**src/rtl/cmp_minmax_seq.sv**
```systemverilog
// Streams LEN unsigned words through an external registered magnitude comparator and
// reports the running max/min with their first-occurrence indices.
//
// state   | meaning
// IDLE    | waiting for start
// FIRST   | accept word 0, seed max/min
// NEXT    | accept next word into cur, present cur vs max to comparator
// CMP_MAX | comparator samples cur vs max
// CHK_MAX | max flags valid, present cur vs min to comparator
// CMP_MIN | comparator samples cur vs min
// CHK_MIN | min flags valid, advance word counter
// DONE    | one-cycle completion pulse
module cmp_minmax_seq #(
  parameter int CNT_W = 8
) (
  input  logic             clk,
  input  logic             rst,
  input  logic             start,
  input  logic [CNT_W-1:0] len,
  input  logic [31:0]      in_data,
  input  logic             in_valid,
  output logic             in_ready,
  output logic [31:0]      cmp_a,
  output logic [31:0]      cmp_b,
  input  logic             cmp_l,
  input  logic             cmp_g,
  input  logic             cmp_e,
  output logic             busy,
  output logic             done,
  output logic             empty,
  output logic [31:0]      max_val,
  output logic [31:0]      min_val,
  output logic [CNT_W-1:0] max_idx,
  output logic [CNT_W-1:0] min_idx
);

  typedef enum logic [2:0] {
    IDLE, FIRST, CMP_MAX, CHK_MAX, CMP_MIN, CHK_MIN, NEXT, DONE
  } state_t;

  state_t           state_q, state_d;
  logic [CNT_W-1:0] len_q, len_d;
  logic [CNT_W-1:0] cnt_q, cnt_d;
  logic [31:0]      cur_q, cur_d;
  logic [31:0]      max_q, max_d;
  logic [31:0]      min_q, min_d;
  logic [CNT_W-1:0] max_idx_q, max_idx_d;
  logic [CNT_W-1:0] min_idx_q, min_idx_d;
  logic [31:0]      cmp_a_q, cmp_a_d;
  logic [31:0]      cmp_b_q, cmp_b_d;
  logic             empty_q, empty_d;

  // Only a clean one-hot flag set is trusted to update the extrema.
  logic g_only, l_only;
  assign g_only = cmp_g & ~cmp_l & ~cmp_e;
  assign l_only = cmp_l & ~cmp_g & ~cmp_e;

  always_comb begin
    state_d   = state_q;
    len_d     = len_q;
    cnt_d     = cnt_q;
    cur_d     = cur_q;
    max_d     = max_q;
    min_d     = min_q;
    max_idx_d = max_idx_q;
    min_idx_d = min_idx_q;
    cmp_a_d   = cmp_a_q;
    cmp_b_d   = cmp_b_q;
    empty_d   = empty_q;
    case (state_q)
      IDLE: begin
        if (start) begin
          if (len == '0) begin
            state_d   = DONE;
            empty_d   = 1'b1;
            max_d     = '0;
            min_d     = '0;
            max_idx_d = '0;
            min_idx_d = '0;
          end else begin
            state_d = FIRST;
            len_d   = len;
            cnt_d   = '0;
            empty_d = 1'b0;
          end
        end
      end
      FIRST: begin
        if (in_valid) begin
          max_d     = in_data;
          min_d     = in_data;
          max_idx_d = '0;
          min_idx_d = '0;
          cnt_d     = CNT_W'(1);
          state_d   = (len_q == CNT_W'(1)) ? DONE : NEXT;
        end
      end
      NEXT: begin
        // Operands are registered here so they are stable throughout CMP_MAX.
        if (in_valid) begin
          cur_d   = in_data;
          cmp_a_d = in_data;
          cmp_b_d = max_q;
          state_d = CMP_MAX;
        end
      end
      CMP_MAX: state_d = CHK_MAX;
      CHK_MAX: begin
        if (g_only) begin
          max_d     = cur_q;
          max_idx_d = cnt_q;
        end
        cmp_a_d = cur_q;
        cmp_b_d = min_q;
        state_d = CMP_MIN;
      end
      CMP_MIN: state_d = CHK_MIN;
      CHK_MIN: begin
        if (l_only) begin
          min_d     = cur_q;
          min_idx_d = cnt_q;
        end
        cnt_d   = cnt_q + CNT_W'(1);
        state_d = (cnt_q + CNT_W'(1) == len_q) ? DONE : NEXT;
      end
      DONE:    state_d = IDLE;
      default: state_d = IDLE;
    endcase
  end

  always_ff @(posedge clk) begin
    if (rst) begin
      state_q   <= IDLE;
      len_q     <= '0;
      cnt_q     <= '0;
      cur_q     <= '0;
      max_q     <= '0;
      min_q     <= '0;
      max_idx_q <= '0;
      min_idx_q <= '0;
      cmp_a_q   <= '0;
      cmp_b_q   <= '0;
      empty_q   <= 1'b0;
    end else begin
      state_q   <= state_d;
      len_q     <= len_d;
      cnt_q     <= cnt_d;
      cur_q     <= cur_d;
      max_q     <= max_d;
      min_q     <= min_d;
      max_idx_q <= max_idx_d;
      min_idx_q <= min_idx_d;
      cmp_a_q   <= cmp_a_d;
      cmp_b_q   <= cmp_b_d;
      empty_q   <= empty_d;
    end
  end

  assign in_ready = (state_q == FIRST) || (state_q == NEXT);
  assign busy     = (state_q != IDLE) && (state_q != DONE);
  assign done     = (state_q == DONE);
  assign empty    = empty_q;
  assign cmp_a    = cmp_a_q;
  assign cmp_b    = cmp_b_q;
  assign max_val  = max_q;
  assign min_val  = min_q;
  assign max_idx  = max_idx_q;
  assign min_idx  = min_idx_q;

endmodule
```
**config.mk**
```make
export PLATFORM = sky130hd
export DESIGN_NAME = cmp_minmax_seq
export DESIGN_NICKNAME = d
export VERILOG_FILES = /design/src/rtl/cmp_minmax_seq.sv
export SDC_FILE = /design/constraint.sdc
export NUM_CORES = 1
export LEC_CHECK = 0
export BUFFER_PORTS_ARGS = -buffer_cell sky130_fd_sc_hd__buf_4
export CORE_AREA = 2 2 122 124
export DETAILED_ROUTE_END_ITERATION = 6
export DIE_AREA = 0 0 124 126
export GPL_ROUTABILITY_DRIVEN = 0
export PLACE_DENSITY = 0.83
export SYNTH_ARGS = -nofsm -noshare
export SYNTH_HDL_FRONTEND = slang
export SYNTH_SLANG_ARGS = --single-unit
```
**constraint.sdc**
```tcl
create_clock -name clk -period 4 [get_ports clk]
set_input_delay 0.2 -clock clk [delete_from_list [all_inputs] [get_ports clk]]
set_output_delay 0.2 -clock clk [all_outputs]
set_load 0.01 [all_outputs]
```
Word-level counts from Yosys, hierarchy flattened
Index checks and enable logic that the tools add are counted.
Widths: inputs -> output; s select.

word-level totals
  register bits after elaboration = 196
  bits in latches = 0
  RAM bits = 0
  bits in read-only memories = 0
  input port bits = 47
  output and inout bits = 148
  logic and storage cells = 82
  memories = 0

cells by class
  add/subtract/negate cells = 1
  multipliers = 0
  divide/modulo/power cells = 0
  $lt $le $gt $ge = 0
  equality and inequality tests = 17
  shift operators = 0
  muxes and demuxes = 29
  bitwise gates (word level) = 8
  reductions and logical operators = 16

operators by type and width
  cell                 count
  $mux 32              6
  $pmux 32 s3          2
  $pmux 32 s2          2
  $pmux 8 s3           3
  $mux 8               8
  $pmux 3 s8           1
  $ne 2x2->1 const B   7
  $eq 3x3->1 const B   4
  $mux 3               4
  $reduce_and 5->1     2
  $reduce_bool 3->1    3
  $add 8x1->8 const B  1
  $eq 8x1->1 const B   1
  $eq 8x8->1           1
  $logic_not 8->1      1
  $eq 3x2->1 const B   2
  $reduce_and 2->1     3
  $reduce_and 3->1     2
  $and 1x1->1          4
  $not 1->1            4
  $reduce_and 4->1     1
  $eq 3x1->1 const B   1
  $logic_not 3->1      1
  $mux 1               3
  4 further kinds      4

Longest topological paths before layout
  word-level depth = 5
  gate-level depth with buffers = 8
  depth with buffers taken out = 7

Worst setup path before layout
Ideal clock, no wire load.

  kind = flip-flop to flip-flop
  start = register cnt_q[0]
  end = register state_q[0]
  setup time = 92 ps
  arrival = 1685 ps
  data required time = 3908 ps
  path slack = 2223 ps
  cell stages (with the launch flop) = 8
  path buffers = 0
  period minus slack after synthesis = 1777 ps
  cells stage by stage = dfxtp_1 ha_1 nand2_1 o21ai_0 nand2_1 a2111oi_0 a211oi_1 o32ai_1

between the ends
  word-level cells in the longest chain between the ends = 4

RTL lines
  item                    line  source
  from (decl)             43    logic [CNT_W-1:0] cnt_q, cnt_d;
  from (signal assigned)  147   cnt_q <= cnt_d;
  $add 8x1->8             124   state_d = (cnt_q + CNT_W'(1) == len_q) ? DONE : NEXT;
  $eq 8x8->1              124
  $mux 1                  124
  $pmux 3 s8              70    case (state_q)
  to (signal assigned)    145   state_q <= state_d;
  to (decl)               41    state_t state_q, state_d;

No other way between the ends.
A chain may end at the register's enable or synchronous reset.

Final worst setup path
  start = register state_q[2]
  end = register max_q[29] (netlist: max_val[29])

between the ends
  word-level cells in the longest chain between the ends = 3
  elaborated cells between the ends (all ways) = 10
  those cells by class = eq/ne: 6; mux: 1; reduce/logical: 3

RTL lines
  item                                                              line  source
  $eq 3x2->1, or another cell as far along                          70
  $ne 2x2->1 (no line) / $reduce_bool 3->1 (equally long branches)  --
  $reduce_and 5->1 (no line)                                        --
  to (signal assigned)                                              149   max_q <= max_d;
  to (decl)                                                         45    logic [31:0] max_q, max_d;

Several ways; a longest one is shown, not always the timed one.

==> results.env <==
FINALSETUPTNS_PS=0
CRITPATHMAXFANOUT=39
CRITPATHLAUNCH='state_q[2]'
SETUP_VIOL=0
MET2_LENGTH_UM=10400
MAX_FREQ_GHz=0.358
R2R_SLACK_PS=1210
TIMING_WORST_SETUP_PATH_TYPE='reg2reg'
CLOCK_SINKS=196
CELL_AT_THE_ROOT_OF_THE_CLOCK_TREE='sky130_fd_sc_hd__clkbuf_16'
FINALNONFILLERCELLS=1323
DIODES=0
TIMING.CRITICAL_PATH.TO='max_val[29]'
SYNTH_FP_NETS=1030
GRT_REMAINING_OVERFLOW=0
POST-ROUTE-PERIOD-UTIL_PCT=69.8
INITIAL_CORE_UTIL_PCT=56.1
SEQ_AREA_FRAC_SYNTH_PCT=48.9
ROUTE.ANTENNA.REMAINING_NETS=0
HIGHEST-SIGNAL-LAYER='met4'
WORST_SLEW_MARGIN_PCT=26.3
SYNTH.YOSYS.WARNINGS=0
P_PER_AREA_mW_PER_MM2=512
SYNTH_FF_TYPE='sky130_fd_sc_hd__dfxtp_1'
MIN_PATH_TYPE='in2reg'
IO_PINS=195
YS_FF_LATCH=196
TOTAL_LEAKAGE_POWER_uW=0.00373
POST_SYNTH_INST_COUNT=982
LIBRARY_CELLS_USED_BY_SYNTHESIS=46
CORE_REGION_AREA_MM2=0.0143
MAX-VDD-IR-DROP_uV=333
WL_PER_CELL_UM=16.5
LAYOUT-AREA-OVERHEAD-VS-SYNTH_PCT=25.4
FLOORPLAN.DIE_AREA_MM2=0.0156
GRT.TOTAL_USAGE_PCT=27.7
FINALHOLDVIOLCOUNT=0
CTS_MAX_PATH_BUFFERS=2
DIE-HEIGHT_UM=126
TIMING.CRITICAL_PATH.SLOWEST_CELL_DELAY_PS=830
WORSTSETUPSTARTPOINTTYPE='register'
WORST_PIN_SLEW_PS=1100
PLACEMENT_ROWS=44
H-TREE-DEPTH=4
IO_BUFFER_COUNT=194
SYNTHESIS.AREA_MM2=0.00803
DRT_PASS1_ITERATIONS=5
FIRST_ITER_VIOLATIONS=739
CLK-INSERTION-DELAY-LATE_PS=430
CTS_HOLD_REPAIR.BUFFERS=0
FIN_CRIT_PERIOD_PS=2790
MET3WIRELENGTH_UM=1740
LAYOUT.FILLER_CELLS=1144
CRITPATHREQUIREDTIME_PS=4330
VIAS_PER_CELL=5.89
OUTCOME='complete, no violations'
HOLD_START='len[7]'
CTS-BUFFERS-INSERTED=17
TIMING_MAX_TRANSITION_VIOLATIONS_FINAL=0
FINAL_LAYOUT_SIZE_SUFFIX_GT1_SHARE_PCT=23.4
CTS_RESIZED=0
DATA_ARRIVAL_TIME_AT_THE_WORST_SLACK_ENDPOINT_PS=3130
ROUTEDLENGTHMET1_UM=9060
TIMING.MAX_CAP.VIOLATIONS=0
INITIAL_ANTENNA_VIOLATION_COUNT=0
ROUTED_WL_UM=21800
GRT_MAX_DEGREE=124
WORSTPATHCELLLIST='nor3_1, nand2_1, and3b_2, buf_4, nor2_1, a311oi_1'
FINAL_NETS=1174
CRIT-REG2REG-LAUNCH='state_q[2]'
ENDPOINT_KIND='register'
NUMPLACEDINSTANCES=1291
VIA_COUNT=7796
SYNTH_AREA_PER_CELL_UM2=8.18
GRT_PASS1_WL_UM=34700
GRT_PASS1_VIAS=7113
R2R_CELLS=6
EDFF_COUNT_SYNTH=0
TRITONCTS='yes'
R2R_END='max_val[29]'
POSTCTSSETUPREPAIRBUFS=0
FIN_SKEW_PS=4.11
DIE_W_UM=124
DPL.HPWL_UM=14000
CLK_PIN_SLEW_PS=70
GRT_SETUP_UNREPAIRED='false'
CRITPATHSLOWESTCELL='sky130_fd_sc_hd__dfxtp_1'
SYNTHARSTFLOPSHARE_PCT=0
DRC_VIOLATIONS=0
[per-layer routing]
| layer | vias to the layer above | global-route usage [%] |
|---|---|---|
| li1 | 3734 | - |
| met2 | 348 | 45.9 |
| met5 | - | 0 |
| met1 | 3671 | 35.2 |
| met4 | 0 | 11.2 |
| met3 | 43 | 5.62 |
[where the power goes]
group	switching, µW	internal (µW)
clock	727	911
combinational	659	508
sequential	196	2150
[worst min path at each step]
| stage | to | slack [ps] | cells after the start |
|---|---|---|---|
| after global placement | min_idx[1] | 440 | 2 |
| after floorplan | len_q[0] | 350 | 2 |
| final | len_q[7] | 20 | 3 |
| after CTS | len_q[7] | 20 | 3 |
| after global routing | len_q[7] | 20 | 3 |
| after detailed placement | min_idx[6] | 450 | 2 |
[synth_stat cells (all sizes together) (8+ instances only)]
| master | instances | area (µm²) |
|---|---|---|
| nor3 | 8 | 40.0 |
| a31oi | 33 | 206 |
| a311oi | 95 | 957 |
| buf | 29 | 156 |
| nand2 | 285 | 1070 |
| clkbuf | 51 | 191 |
| o21ai | 12 | 60.1 |
| a21oi | 63 | 319 |
| dfxtp | 196 | 3920 |
| nor2 | 125 | 469 |
| mux2i | 8 | 80.1 |
| nand3 | 26 | 130 |
[cells by family after synthesis]
family / Yosys count / synth area share (%)
muxes: 8 / 0.997
buffers and inverters: 84 / 4.52
adders and majority gates: 1 / 0.156
DFF: 196 / 48.9
AOI/OAI and AO/OA: 216 / 20.8
xor gates and xnor gates: 9 / 1.15
and+or+nand+nor: 468 / 23.5
[placed cells by master (no fill, tap or decap), types with 4 or more instances in the layout]
| master | n |
|---|---|
| sky130_fd_sc_hd__nor2_1 | 121 |
| sky130_fd_sc_hd__a311oi_1 | 75 |
| sky130_fd_sc_hd__and2_1 | 4 |
| sky130_fd_sc_hd__buf_4 | 203 |
| sky130_fd_sc_hd__xor2_1 | 5 |
| sky130_fd_sc_hd__clkbuf_16 | 17 |
| sky130_fd_sc_hd__a21oi_1 | 62 |
| sky130_fd_sc_hd__clkbuf_1 | 5 |
| sky130_fd_sc_hd__dfxtp_1 | 196 |
| sky130_fd_sc_hd__mux2i_1 | 8 |
| sky130_fd_sc_hd__nor2_4 | 4 |
| sky130_fd_sc_hd__nand3_1 | 24 |
| sky130_fd_sc_hd__a31oi_1 | 33 |
| sky130_fd_sc_hd__o21ai_0 | 11 |
| sky130_fd_sc_hd__nor3_1 | 8 |
| sky130_fd_sc_hd__a311oi_2 | 20 |
| sky130_fd_sc_hd__nand2_1 | 285 |
[area by class of cell]
cell class	count	area, µm²	area share, %
sequential	196	3920	39.0
multi-input combinational	702	3790	37.6
timing repair buffer	205	1560	15.4
clock buffer	25	485	4.82
tap	184	230	2.29
clock inverter	7	72.6	0.721
inverter	4	15.0	0.149
[per-stage QoR]
stage | hold slack [ps] | instance area [µm²] | total power (µW) | worst slack [ps] | utilization, %
final | 22.2 | 10100 | 5150 | 1210 | 70.3
after global routing | 22.3 | 10100 | 5380 | 941 | 70.3
after CTS | 16.1 | 10100 | 5160 | 1260 | 70.3
after detailed placement | 447 | 9510 | 3550 | 1290 | 66.4
after global placement | 442 | 9510 | 3520 | 1380 | 66.4
after floorplan | 347 | 8030 | 3050 | 2220 | -
[registers in the layout, summed over array words and instances, names as in the netlist]
register / flops
len_q: 8
min_idx: 8
cur_q: 32
empty: 1
state_q: 3
cmp_b: 32
min_val: 32
max_idx: 8
cmp_a: 32
cnt_q: 8
max_val: 32
[worst max-delay path, delay by kind of cell (launching register included)]
family | cells | cell delay [ps]
and+or+nand+nor | 4 | 1170
buffers and inverters | 1 | 410
AOI/OAI and AO/OA | 1 | 270
DFF | 1 | 830
(Power assumes the default switching activity.)
